## src/rtl/wallace_mult_pipe.sv

```systemverilog
// Pipelined Wallace-tree multiplier with per-transaction signed/unsigned mode.
// Stages: operand register, Baugh-Wooley carry-save reduction, carry-propagate add.
module wallace_mult_pipe #(
   parameter int unsigned WIDTH = 6
) (
   input  logic               clk,
   input  logic               rst_n,
   input  logic               in_valid,
   output logic               in_ready,
   input  logic [WIDTH-1:0]   in_a,
   input  logic [WIDTH-1:0]   in_b,
   input  logic               in_signed,
   output logic               out_valid,
   input  logic               out_ready,
   output logic [2*WIDTH-1:0] out_p,
   output logic               busy
);

   localparam int unsigned PW    = 2 * WIDTH;
   localparam int          NROWS = int'(WIDTH) + 1;

   // Baugh-Wooley correction: +2^WIDTH and +2^(PW-1), modulo 2^PW.
   localparam logic [PW-1:0] CORR = (PW'(1) << WIDTH) | (PW'(1) << (PW - 1));

   function automatic int num_levels(input int rows);
      int n;
      int lv;
      n  = rows;
      lv = 0;
      while (n > 2) begin
         n  = 2 * (n / 3) + n % 3;
         lv = lv + 1;
      end
      return lv;
   endfunction

   localparam int LEVELS = num_levels(NROWS);

   logic             stall;
   logic             advance;
   logic             accept;

   logic             s0_valid_q;
   logic [WIDTH-1:0] s0_a_q;
   logic [WIDTH-1:0] s0_b_q;
   logic             s0_signed_q;

   logic             s1_valid_q;
   logic [PW-1:0]    s1_sum_q;
   logic [PW-1:0]    s1_carry_q;

   logic             out_valid_q;
   logic [PW-1:0]    out_p_q;

   logic [PW-1:0]    pp [NROWS];
   logic [PW-1:0]    red_sum;
   logic [PW-1:0]    red_carry;

   assign stall    = out_valid_q & ~out_ready;
   assign advance  = ~stall;
   assign in_ready = ~stall;
   assign accept   = in_valid & ~stall;

   // Mixed-sign products (exactly one index at the MSB) are inverted in signed mode.
   always_comb begin
      logic pbit;
      for (int i = 0; i < NROWS; i++) pp[i] = '0;
      pbit = 1'b0;
      for (int i = 0; i < int'(WIDTH); i++) begin
         for (int j = 0; j < int'(WIDTH); j++) begin
            pbit = s0_a_q[j] & s0_b_q[i];
            if (s0_signed_q && ((i == int'(WIDTH) - 1) != (j == int'(WIDTH) - 1))) begin
               pbit = ~pbit;
            end
            pp[i] = pp[i] | (PW'(pbit) << (i + j));
         end
      end
      if (s0_signed_q) pp[WIDTH] = CORR;
   end

   // Each layer maps every full group of three rows to a sum row and a shifted carry row;
   // the one or two leftover rows pass straight through to the next layer.
   always_comb begin : reduce
      logic [PW-1:0] cur [NROWS];
      logic [PW-1:0] nxt [NROWS];
      int            n;
      int            grp;
      for (int k = 0; k < NROWS; k++) begin
         cur[k] = pp[k];
         nxt[k] = '0;
      end
      n   = NROWS;
      grp = 0;
      for (int l = 0; l < LEVELS; l++) begin
         grp = n / 3;
         for (int k = 0; k < NROWS; k++) nxt[k] = '0;
         for (int g = 0; g < NROWS / 3; g++) begin
            if (g < grp) begin
               nxt[2*g]   = cur[3*g] ^ cur[3*g+1] ^ cur[3*g+2];
               nxt[2*g+1] = ((cur[3*g] & cur[3*g+1]) | (cur[3*g] & cur[3*g+2]) |
                             (cur[3*g+1] & cur[3*g+2])) << 1;
            end
         end
         for (int k = 0; k < 2; k++) begin
            if (3 * grp + k < n) nxt[2*grp + k] = cur[3*grp + k];
         end
         for (int k = 0; k < NROWS; k++) cur[k] = nxt[k];
         n = 2 * grp + n % 3;
      end
      red_sum   = cur[0];
      red_carry = cur[1];
   end

   // Whole pipe freezes on stall; data registers only load behind a valid bit.
   always_ff @(posedge clk or negedge rst_n) begin
      if (!rst_n) begin
         s0_valid_q  <= 1'b0;
         s0_a_q      <= '0;
         s0_b_q      <= '0;
         s0_signed_q <= 1'b0;
         s1_valid_q  <= 1'b0;
         s1_sum_q    <= '0;
         s1_carry_q  <= '0;
         out_valid_q <= 1'b0;
         out_p_q     <= '0;
      end else if (advance) begin
         s0_valid_q  <= accept;
         if (accept) begin
            s0_a_q      <= in_a;
            s0_b_q      <= in_b;
            s0_signed_q <= in_signed;
         end
         s1_valid_q  <= s0_valid_q;
         if (s0_valid_q) begin
            s1_sum_q   <= red_sum;
            s1_carry_q <= red_carry;
         end
         out_valid_q <= s1_valid_q;
         if (s1_valid_q) out_p_q <= s1_sum_q + s1_carry_q;
      end
   end

   assign out_valid = out_valid_q;
   assign out_p     = out_p_q;
   assign busy      = s0_valid_q | s1_valid_q | out_valid_q;

endmodule

```

## config.mk

```make
export PLATFORM = sky130hd
export DESIGN_NAME = wallace_mult_pipe
export DESIGN_NICKNAME = d
export VERILOG_FILES = /design/src/rtl/wallace_mult_pipe.sv
export SDC_FILE = /design/constraint.sdc
export NUM_CORES = 1
export LEC_CHECK = 0
export CORE_ASPECT_RATIO = 0.5
export CORE_MARGIN = 2
export CORE_UTILIZATION = 50
export CTS_BUF_LIST = sky130_fd_sc_hd__clkbuf_16
export DETAILED_ROUTE_END_ITERATION = 7
export PLACE_DENSITY = 0.72
export SYNTH_ARGS = -nofsm -noshare
export SYNTH_HDL_FRONTEND = slang
export SYNTH_SLANG_ARGS = --single-unit
```

## constraint.sdc

```tcl
create_clock -name clk -period 7.7 [get_ports clk]
set_input_delay 1.54 -clock clk [delete_from_list [all_inputs] [get_ports clk]]
set_output_delay 1.54 -clock clk [all_outputs]
set_load 0.005 [all_outputs]
```

; Yosys cells after proc, flatten, opt, wreduce, memory -nomap -nowiden
; Index checks and enable logic that the tools add are counted.
[classes]
n_addsub = 1
mux = 11
n_bitwise = 117
reduce_logical = 3
[ops]
columns = operator, n
row1 = AND 11 bit, 6
row2 = bitwise OR 11 bit, 6
row3 = bitwise OR 7 x 8 -> 8 bit, 5
row4 = AND 1 bit, 38
row5 = XOR 12 bit, 3
row6 = bitwise OR 6 x 7 -> 7 bit, 5
row7 = bitwise OR 5 x 6 -> 6 bit, 5
row8 = bitwise OR 8 x 9 -> 9 bit, 3
row9 = AND 9 x 11 -> 11 bit, 2
row10 = bitwise OR 10 x 11 -> 11 bit, 2
row11 = bitwise OR 4 x 5 -> 5 bit, 4
row12 = bitwise OR 9 x 10 -> 10 bit, 2
row13 = adder 12 bit, 1
row14 = two-way mux 12 bit, 1
row15 = NOT 1 bit, 12
row16 = bitwise OR 3 x 4 -> 4 bit, 3
row17 = XOR 11 x 12 -> 12 bit, 1
row18 = AND 10 x 11 -> 11 bit, 1
row19 = AND 8 x 11 -> 11 bit, 1
row20 = bitwise OR 9 x 11 -> 11 bit, 1
row21 = XOR 10 x 11 -> 11 bit, 1
row22 = XOR 9 x 11 -> 11 bit, 1
row23 = AND 9 x 10 -> 10 bit, 1
row24 = two-way mux 1 bit, 10
row25 = 13 further kinds, 17
[totals]
register_bits = 51

; Logic depth before layout (Yosys ltp)
; Gate-level depths: netlist of the first run.
[depth]
ltp_word = 18
depth_mapped = 11
mapped_depth_nobuf = 10

; Worst setup path before layout of the first run
; No wires, ideal clock.
[synth_path]
path_type = input-to-output
startpoint = in out_ready
endpoint = out in_ready
arrival_time_ns = 1.746
t_required_ns = 6.160
path_slack_ns = 4.414
path_stages = 2
n_path_buf = 0
cell_sequence = nor2b_4 inv_6
[synth_between]
elab_chain_cells = 3
[synth_rtl]
columns = item, line
row1 = "start, declared", 14  ; input logic out_ready,
row2 = NOT 1 bit, 59  ; assign stall = out_valid_q & ~out_ready;
row3 = AND 1 bit, 59
row4 = NOT 1 bit (no line), --
row5 = "end, declared", 9  ; output logic in_ready,
; No other way between the ends.

; Final worst setup path of the first run
; Ends and elaborated chain as after synthesis.

==> results.yml, run 1 <==
yosys:
  yosys.area_share.simple_pct: 13.1
  synth.avg_cell_area_um2: 11.6
  syn_nets: 316
  synth-async-reset-ratio_pct: 100
  synth_fa_ha_area_share_pct: 21.4
  ys_ff_latch: 47
  synth_top_family_by_area: "adder cells"
  synth_cells: 259
  synth.area.mux_share_pct: 13.0
  syn_area_um2: 3010
  synth_compound_area_share_pct: 3.83
  synth_area_leaders: "dfrtp_1 (39%), fa_1 (13%), mux2_4 (10%)"
  synth-edff-count: 0
  synthXorXnorAreaFrac_pct: 4.08
  synth_commonest_cells: "nand2_1 (54), dfrtp_1 (47), inv_1 (22)"
  synth_largest_area_cell: "dfrtp_1"
  synth.top_cell.area_share_pct: 39.1
  yosysWarnings: 0
  yosysMostFrequentCell: "nand2_1"
  yosys_most_used_dff: "dfrtp_1"
  synth_cell_type_count: 33
  yosysSeqAreaShare_pct: 39.1
finish:
  layout.nets: 348
  fin_util_pct: 62.0
  diodes: 0
  fin_area_um2: 3500
  drive_above_1_share_pct: 14.8
  area_growth_pct: 16.3
pwr:
  ir_drop_mv: 0.174
  pwr-share-comb_pct: 56.3
  p_leak_nw: 1.70
  p_per_area_nw_per_um2: 439
  p_switching_w: 0.000580
  seq_power_share_pct: 28.3
  p_sw_share_pct: 37.8
  power.share.clock_pct: 15.5
  p_int_w: 0.000954
sta:
  final_max_slew_viol_count: 0
  final-setup-viol-count: 0
  clock_skew_ns: 0.00506
  min_period_over_period_pct: 55.3
  worstMarginPinSlew_ns: 1.03
  post-route-min-period_ns: 4.26
  hold_viol: 0
  timing.slew.headroom_pct: 31.6
  setup_tns_ns: 0
  max_freq_mhz: 235
  rsz0062_at_grt: "false"
global_route:
  grt_usage_pct: 16.9
  grt_first_pass_wirelength_mm: 8.81
  grt_pass1_vias: 1830
  grt_overflow: 0
  grt_max_degree: 48
  antenna_found_initial: 0
worst_setup_path:
  cp-end-kind: "output pin"
  path_class: "input port to output pin"
  crit_arrival_ns: 2.72
  cp-start-kind: "input port"
  reg2reg_depth: 10
  path_max_fanout: 6
  rrSetupSlack_ns: 4.36
  worstPathRequired_ns: 6.16
route:
  viasPerCell: 5.06
  wl_per_cell_um: 13.7
  drc: 0
  route.final.wire_length_mm: 4.99
  detailroute.via_count: 1841
  first_iter_violations: 73
  dr.pass1.iters: 4
  antenna_left: 0
worst_hold_path:
  hold_path_class: "flop to flop"
  whs_path_depth: 2
floorplan:
  dieHeight_um: 58.8
  dieArea_um2: 6690
  fp-row-count: 19
  core-area_um2: 5630
  initial_utilization_pct: 53.4
  fp.dieW_um: 114
  pin_count: 32
place:
  gp_congestion: 0.835
  hpwl_mm: 3.84
  placed_cell_area_um2: 3330
  port_buffers: 31
clock_network:
  cts_resized: 0
  cts_made_buffers: 5
  clk_pin_slew_ns: 0.06
  cts_hold_buf: 0
  cts_setup_buffers: 0
  clock_tree.root_cell: "clkbuf_16"
  ctsHtreeMaxLevel: 2
  cts_buffer_depth: 2
  cts_sinks: 47
  clk_latency_ns: 0.28
  cts_tree: "done"
outcome:
  status: "completed"
run:
  drv_cap: 0
[layer usage]
metal  vias up  share of wire (%)  track usage (%)
met2        36                 42             25.7
met5         -                  0                0
li1        904                  -                -
met3         4                4.4             3.81
met1       897                 53             25.1
met4         0               0.68             3.66
[metrics by stage]
| step | worst slack [ns] | std cells | power, W | hold WS [ns] |
|---|---|---|---|---|
| after floorplan | 4.41 | 259 | 0.00106 | 0.432 |
| after global placement | 3.46 | 357 | 0.00126 | 0.449 |
| after detailed placement | 3.44 | 357 | 0.00130 | 0.457 |
| after CTS | 3.43 | 364 | 0.00156 | 0.472 |
| after global routing | 3.42 | 364 | 0.00170 | 0.506 |
| final | 3.44 | 364 | 0.00153 | 0.469 |
[layout make-up]
cell class              instances  area (µm²)
repair buffers                 31         305
clock inverters                 2        37.5
inverters                      24        95.1
fillers                       449        2140
flip-flops and latches         47        1180
clock buffers                   5         125
well taps                      73        91.3
multi-input cells             182        1670
[placed cells by master, fill, tap and decap left out]
master           netlist  routed
a31oi_1                1       1
buf_2                  1       1
ha_1                  21      21
inv_1                 22      22
mux2_2                 8       8
or3_1                  1       1
bufinv_16              0       1
nand4_1                3       3
nand3_1                2       2
nand2b_1               1       1
o21ai_0                8       8
and3_1                 1       1
and2b_1                1       1
clkinvlp_4             0       1
inv_6                  1       1
xor2_1                 2       2
o31ai_2                1       1
and2_1                15      15
nand2_2                1       1
a21o_1                 2       2
clkdlybuf4s50_1        0      30
mux2_4                20      20
inv_2                  1       1
nand2_1               54      54
o2111ai_1              1       1
clkbuf_16              0       5
a211o_1                2       2
dfrtp_1               47      47
nor2b_4                1       1
a21oi_1                3       3
xnor2_1               12      12
nand2_4                2       2
fa_1                  19      19
[flip-flops by register name, summed over array words and instances (netlist names)]
| name | flops |
|---|---|
| out_p | 12 |
| out_valid | 1 |
| s0_a_q | 6 |
| s0_b_q | 6 |
| s0_signed_q | 1 |
| s0_valid_q | 1 |
| s1_carry_q | 7 |
| s1_sum_q | 12 |
| s1_valid_q | 1 |
[power groups by stage]
stage,Sequential [W],Combinational (W),Clock [W]
final,0.000434,0.000863,0.000238
after global routing,0.000448,0.000990,0.000257
after CTS,0.000433,0.000886,0.000242
after detailed placement,0.000436,0.000868,0
after global placement,0.000432,0.000832,0
after floorplan,0.000410,0.000654,0
[critical path, cell delays in order]
cell             delay, ns
clkdlybuf4s50_1       0.50
nor2b_4               0.07
inv_6                 0.09
clkdlybuf4s50_1       0.51
[logic make-up after synthesis]
family / Yosys count
AOI/OAI and AO/OA: 18
xor gates and xnor gates: 14
adders and majority gates: 40
buffers and inverters: 30
DFF: 47
muxes: 28
and+or+nand+nor: 82
[path summary, 6_finish.rpt]
kind | startpoint | to
min in group asynchronous | rst_n | s0_a_q[4]
worst min register to register | s1_sum_q[1] | out_p[1]
worst min-delay path | s1_sum_q[1] | out_p[1]
worst max-delay path | out_ready | in_ready
worst max register to register | s0_signed_q | s1_sum_q[5]
max in group asynchronous | rst_n | s1_sum_q[10]
(Power assumes the default switching activity.)
==> run 2, diff against run 1 <==
clock period = 4.2 ns   (was 7.7 ns; I/O delays follow)
==> results.yml, run 2 (same netlist as run 1, synthesis figures left out) <==
sta:
  final-setup-viol-count: 0
  post-route-min-period_ns: 3.33
  setup_tns_ns: 0
  timing.slew.headroom_pct: 31.9
  worstMarginPinSlew_ns: 1.02
  max_freq_mhz: 300
  rsz0062_at_grt: "false"
  final_max_slew_viol_count: 0
  clock_skew_ns: 0.00327
  min_period_over_period_pct: 79.2
  hold_viol: 0
worst_setup_path:
  crit_buf_inv: 4
  crit_slowest_cell: "dfrtp_1"
  r2r-end: "s1_sum_q[5]"
  path_cells: "inv_2 > xnor2_1 > fa_1 > inv_1 > fa_1 > inv_1 > fa_1 > inv_1 > ha_1 > mux2_4"
  path_max_fanout: 8
  path_class: "flop to flop"
  cp-start-kind: "flop"
  worst-path-stages: 10
  worstPathRequired_ns: 4.37
  critPathTopFamily: "adder cells"
  cp-end-kind: "flop"
  endpoint: "s1_sum_q[5]"
  reg2reg_depth: 10
  rrSetupSlack_ns: 0.87
  cp-startpoint: "s0_signed_q"
  slowest_delay_ns: 0.57
  regToRegStartpoint: "s0_signed_q"
  crit_arrival_ns: 3.50
route:
  route.final.wire_length_mm: 5.02
  viasPerCell: 4.92
  detailroute.via_count: 1796
  dr.pass1.iters: 4
  first_iter_violations: 44
  antenna_left: 0
  wl_per_cell_um: 13.7
  drc: 0
clock_network:
  cts_resized: 0
  clk_pin_slew_ns: 0.06
  cts_buffer_depth: 2
  clk_latency_ns: 0.28
  ctsHtreeMaxLevel: 2
  cts_setup_buffers: 0
  cts_sinks: 47
  cts_hold_buf: 0
  cts_tree: "done"
  clock_tree.root_cell: "clkbuf_16"
  cts_made_buffers: 5
finish:
  area_growth_pct: 15.7
  layout.nets: 348
  fin_area_um2: 3480
  drive_above_1_share_pct: 14.7
  diodes: 0
  layout_commonest_cell: "nand2_1"
  layout_common_cells: "nand2_1 (54), dfrtp_1 (47), clkdlybuf4s50_1 (30)"
global_route:
  grt_overflow: 0
  grt_max_degree: 48
  antenna_found_initial: 0
  grt_pass1_vias: 1875
  grt_usage_pct: 17.3
  grt_first_pass_wirelength_mm: 8.94
floorplan:
  dieArea_um2: 6690
  fp.dieW_um: 114
  initial_utilization_pct: 53.4
  fp-row-count: 19
  pin_count: 32
  dieHeight_um: 58.8
  core-area_um2: 5630
worst_hold_path:
  hold_path_class: "flop to flop"
outcome:
  status: "completed"
pwr:
  p_per_area_nw_per_um2: 787
  ir_drop_mv: 0.291
  p_leak_nw: 1.69
place:
  placed_cell_area_um2: 3330
  hpwl_mm: 3.84
  port_buffers: 31
  gp_congestion: 0.852
run:
  drv_cap: 0
==> run 2: per-stage QoR <==
stage	total power [W]	utilization (%)	instances	hold WS [ns]	setup slack (ns)
3_3_place_gp	0.00231	59.2	357	0.452	0.948
6_report	0.00274	61.7	365	0.473	0.872
5_1_grt	0.00306	61.7	365	0.500	0.687
3_5_place_dp	0.00237	59.2	357	0.456	0.840
2_1_floorplan	0.00195	-	259	0.432	1.08
4_1_cts	0.00278	61.7	365	0.481	0.845
==> run 2: how the worst min path moves through the flow <==
stage,endpoint,startpoint,depth (start not counted)
floorplan,out_p[1],s1_sum_q[1],2
global placement,out_p[1],s1_sum_q[1],2
detailed placement,out_p[4],s1_sum_q[4],2
CTS,out_p[1],s1_sum_q[1],2
global route,out_p[3],s1_sum_q[3],2
finish,out_p[2],out_p[2],2
==> run 2: worst min-delay path: cells and delay by family (launching register included) <==
kind | cells | cell delay, ns
and+or+nand+nor | 2 | 0.10
DFF | 1 | 0.34
==> run 2: area by class of cell <==
class                      instances  area [µm²]
inverter                          24        95.1
sequential                        47        1180
tap                               73        91.3
clock buffer                       5         125
multi-input combinational        182        1670
fill                             458        2160
clock inverter                     3        20.0
timing repair buffer              31         305
==> run 2: metal layers <==
layer / vias up / global-route usage (%) / share of wire (%)
met5: - / 0 / 0
met4: 0 / 4.70 / 1.1
met3: 7 / 4.02 / 4.4
met2: 34 / 25.6 / 41
met1: 851 / 25.8 / 54
li1: 904 / - / -
==> run 2: power breakdown <==
part           internal, W  leakage, nW  switching, W
sequential        0.000638        0.576      0.000158
clock             0.000219       0.0674      0.000166
combinational     0.000825         1.04      0.000733
==> run 3, diff against run 2 <==
PLACE_DENSITY = 0.75   (was 0.72)
clock period = 2.9 ns   (was 4.2 ns; I/O delays follow)
==> results.yml, run 3 (same netlist as run 1, synthesis figures left out) <==
sta:
  hold_viol: 0
  max_freq_mhz: 340
  hold_ws_ns: 0.465
  worst_slack_ns: -0.0412
  final-setup-viol-count: 2
  final_max_slew_viol_count: 0
  timing.slew.headroom_pct: 31.0
  min_period_over_period_pct: 101
  setup_tns_ns: -0.0417
  post-route-min-period_ns: 2.94
  clock_skew_ns: 0.00420
  rsz0062_at_grt: "true"
  worstMarginPinSlew_ns: 1.04
clock_network:
  ctsHtreeMaxLevel: 2
  clk_latency_ns: 0.29
  cts_hold_buf: 0
  cts_sinks: 47
  cts_tree: "done"
  cts_made_buffers: 5
  cts_buffer_depth: 2
  clk_pin_slew_ns: 0.07
  clock_tree.root_cell: "clkbuf_16"
worst_setup_path:
  crit_top_cell: "fa_1"
  regToRegStartpoint: "s0_b_q[5]"
  crit_arrival_ns: 3.11
  worstPathRequired_ns: 3.06
  path_class: "flop to flop"
  path_cells: "buf_4 > nand2_1 > xnor2_1 > fa_1 > fa_1 > fa_1 > fa_1 > o21ai_0"
  cp-end-kind: "flop"
  path_max_fanout: 3
  cp-start-kind: "flop"
  cp-startpoint: "s0_b_q[5]"
  crit_slowest_cell: "fa_1"
  slowest_delay_ns: 0.52
route:
  wl_per_cell_um: 14.8
  viasPerCell: 5.05
  drc: 0
  detailroute.via_count: 1919
  dr.pass1.iters: 4
  first_iter_violations: 31
  route.final.wire_length_mm: 5.64
  antenna_left: 0
finish:
  layout_common_cells: "nand2_1 (53), dfrtp_1 (43), clkdlybuf4s50_1 (30)"
  layout_commonest_cell: "nand2_1"
  regArea_um2: 1180
  n_fill_cell: 443
  layout.nets: 363
  multi_input_area_um2: 1700
  drive_above_1_share_pct: 21.8
  area_growth_pct: 21.8
  diodes: 0
floorplan:
  dieArea_um2: 6690
  initial_utilization_pct: 53.4
  fp-row-count: 19
  fp.dieW_um: 114
  pin_count: 32
  core-area_um2: 5630
  dieHeight_um: 58.8
place:
  gp_congestion: 0.782
  port_buffers: 31
  hpwl_mm: 4.11
global_route:
  grt_overflow: 0
  antenna_found_initial: 0
  grt_max_degree: 48
  grt_first_pass_wirelength_mm: 9.40
  grt_pass1_vias: 1957
  grt_usage_pct: 18.5
run:
  drv_cap: 0
outcome:
  violations: "setup timing"
  status: "complete, but fails checks"
pwr:
  p_per_area_nw_per_um2: 1160
  p_total_w: 0.00424
  p_leak_nw: 1.79
  ir_drop_mv: 0.516
worst_hold_path:
  hold_path_class: "input port to async pin"
==> run 3: changes by cell type in the layout (fill, tap and decap cells not counted), sizes merged <==
cell,before,now
inv,24,25
bufinv,0,1
clkinv,2,1
clkinvlp,1,0
buf,1,16
==> run 3: metal layers <==
layer	wire, µm	part of all wire [%]	track usage (%)	up-vias
li1	-	-	-	934
met1	2710	48	24.9	926
met2	2540	45	29.8	48
met3	281	5.0	4.43	11
met4	113	2.0	6.79	0
met5	0	0	0	-
==> run 3: through the flow <==
step | setup slack (ns) | cell area [µm²] | utilization [%] | instances
final | -0.0412 | 3660 | 65.0 | 380
after global routing | -0.114 | 3660 | 65.0 | 380
after CTS | -0.0248 | 3650 | 64.8 | 380
after detailed placement | -0.0224 | 3440 | 61.1 | 367
after global placement | 0.00666 | 3440 | 61.1 | 367
after floorplan | -0.00361 | 3050 | - | 259
==> run 3: area by class of cell <==
| cell class | instances | share of cell area, % |
|---|---|---|
| multi-input combinational | 182 | 46.5 |
| sequential | 47 | 32.3 |
| timing repair buffer | 46 | 11.4 |
| clock buffer | 5 | 3.42 |
| inverter | 24 | 2.80 |
| tap | 73 | 2.49 |
| clock inverter | 3 | 1.16 |
==> run 3: final timing paths <==
check	endpoint	slack [ns]	cells after the start
min in group clk	out_p[4]	0.47	2
hold / removal	s0_b_q[0]	0.46	1
hold reg to reg	out_p[4]	0.47	2
max in group asynchronous	s0_signed_q	1.74	1
setup reg to reg	s1_sum_q[6]	-0.04	8
setup / recovery	s1_sum_q[6]	-0.04	8
==> run 3: power by group <==
group	total, W	internal [W]	switching [W]
Combinational	0.00245	0.00130	0.00115
Clock	0.000664	0.000407	0.000257
Sequential	0.00113	0.000926	0.000199
Total	0.00424	0.00263	0.00161
==> run 3: worst max-delay path: cells and delay by family, from the launching register on <==
kind | cells | cell delay [ns]
fa+ha+maj | 4 | 1.97
buf+inv | 1 | 0.14
compound gates | 1 | 0.08
xor+xnor | 1 | 0.16
simple gates | 1 | 0.08
flops | 1 | 0.38
==> run 3: what timing repair did <==
item | 4_1_cts | 5_1_grt
setup buffers | 5 | 0
setup endpoints to repair | 2 | 5
resized for setup | 4 | 3
pin swaps | 2 | 3
gates cloned | 0 | 0
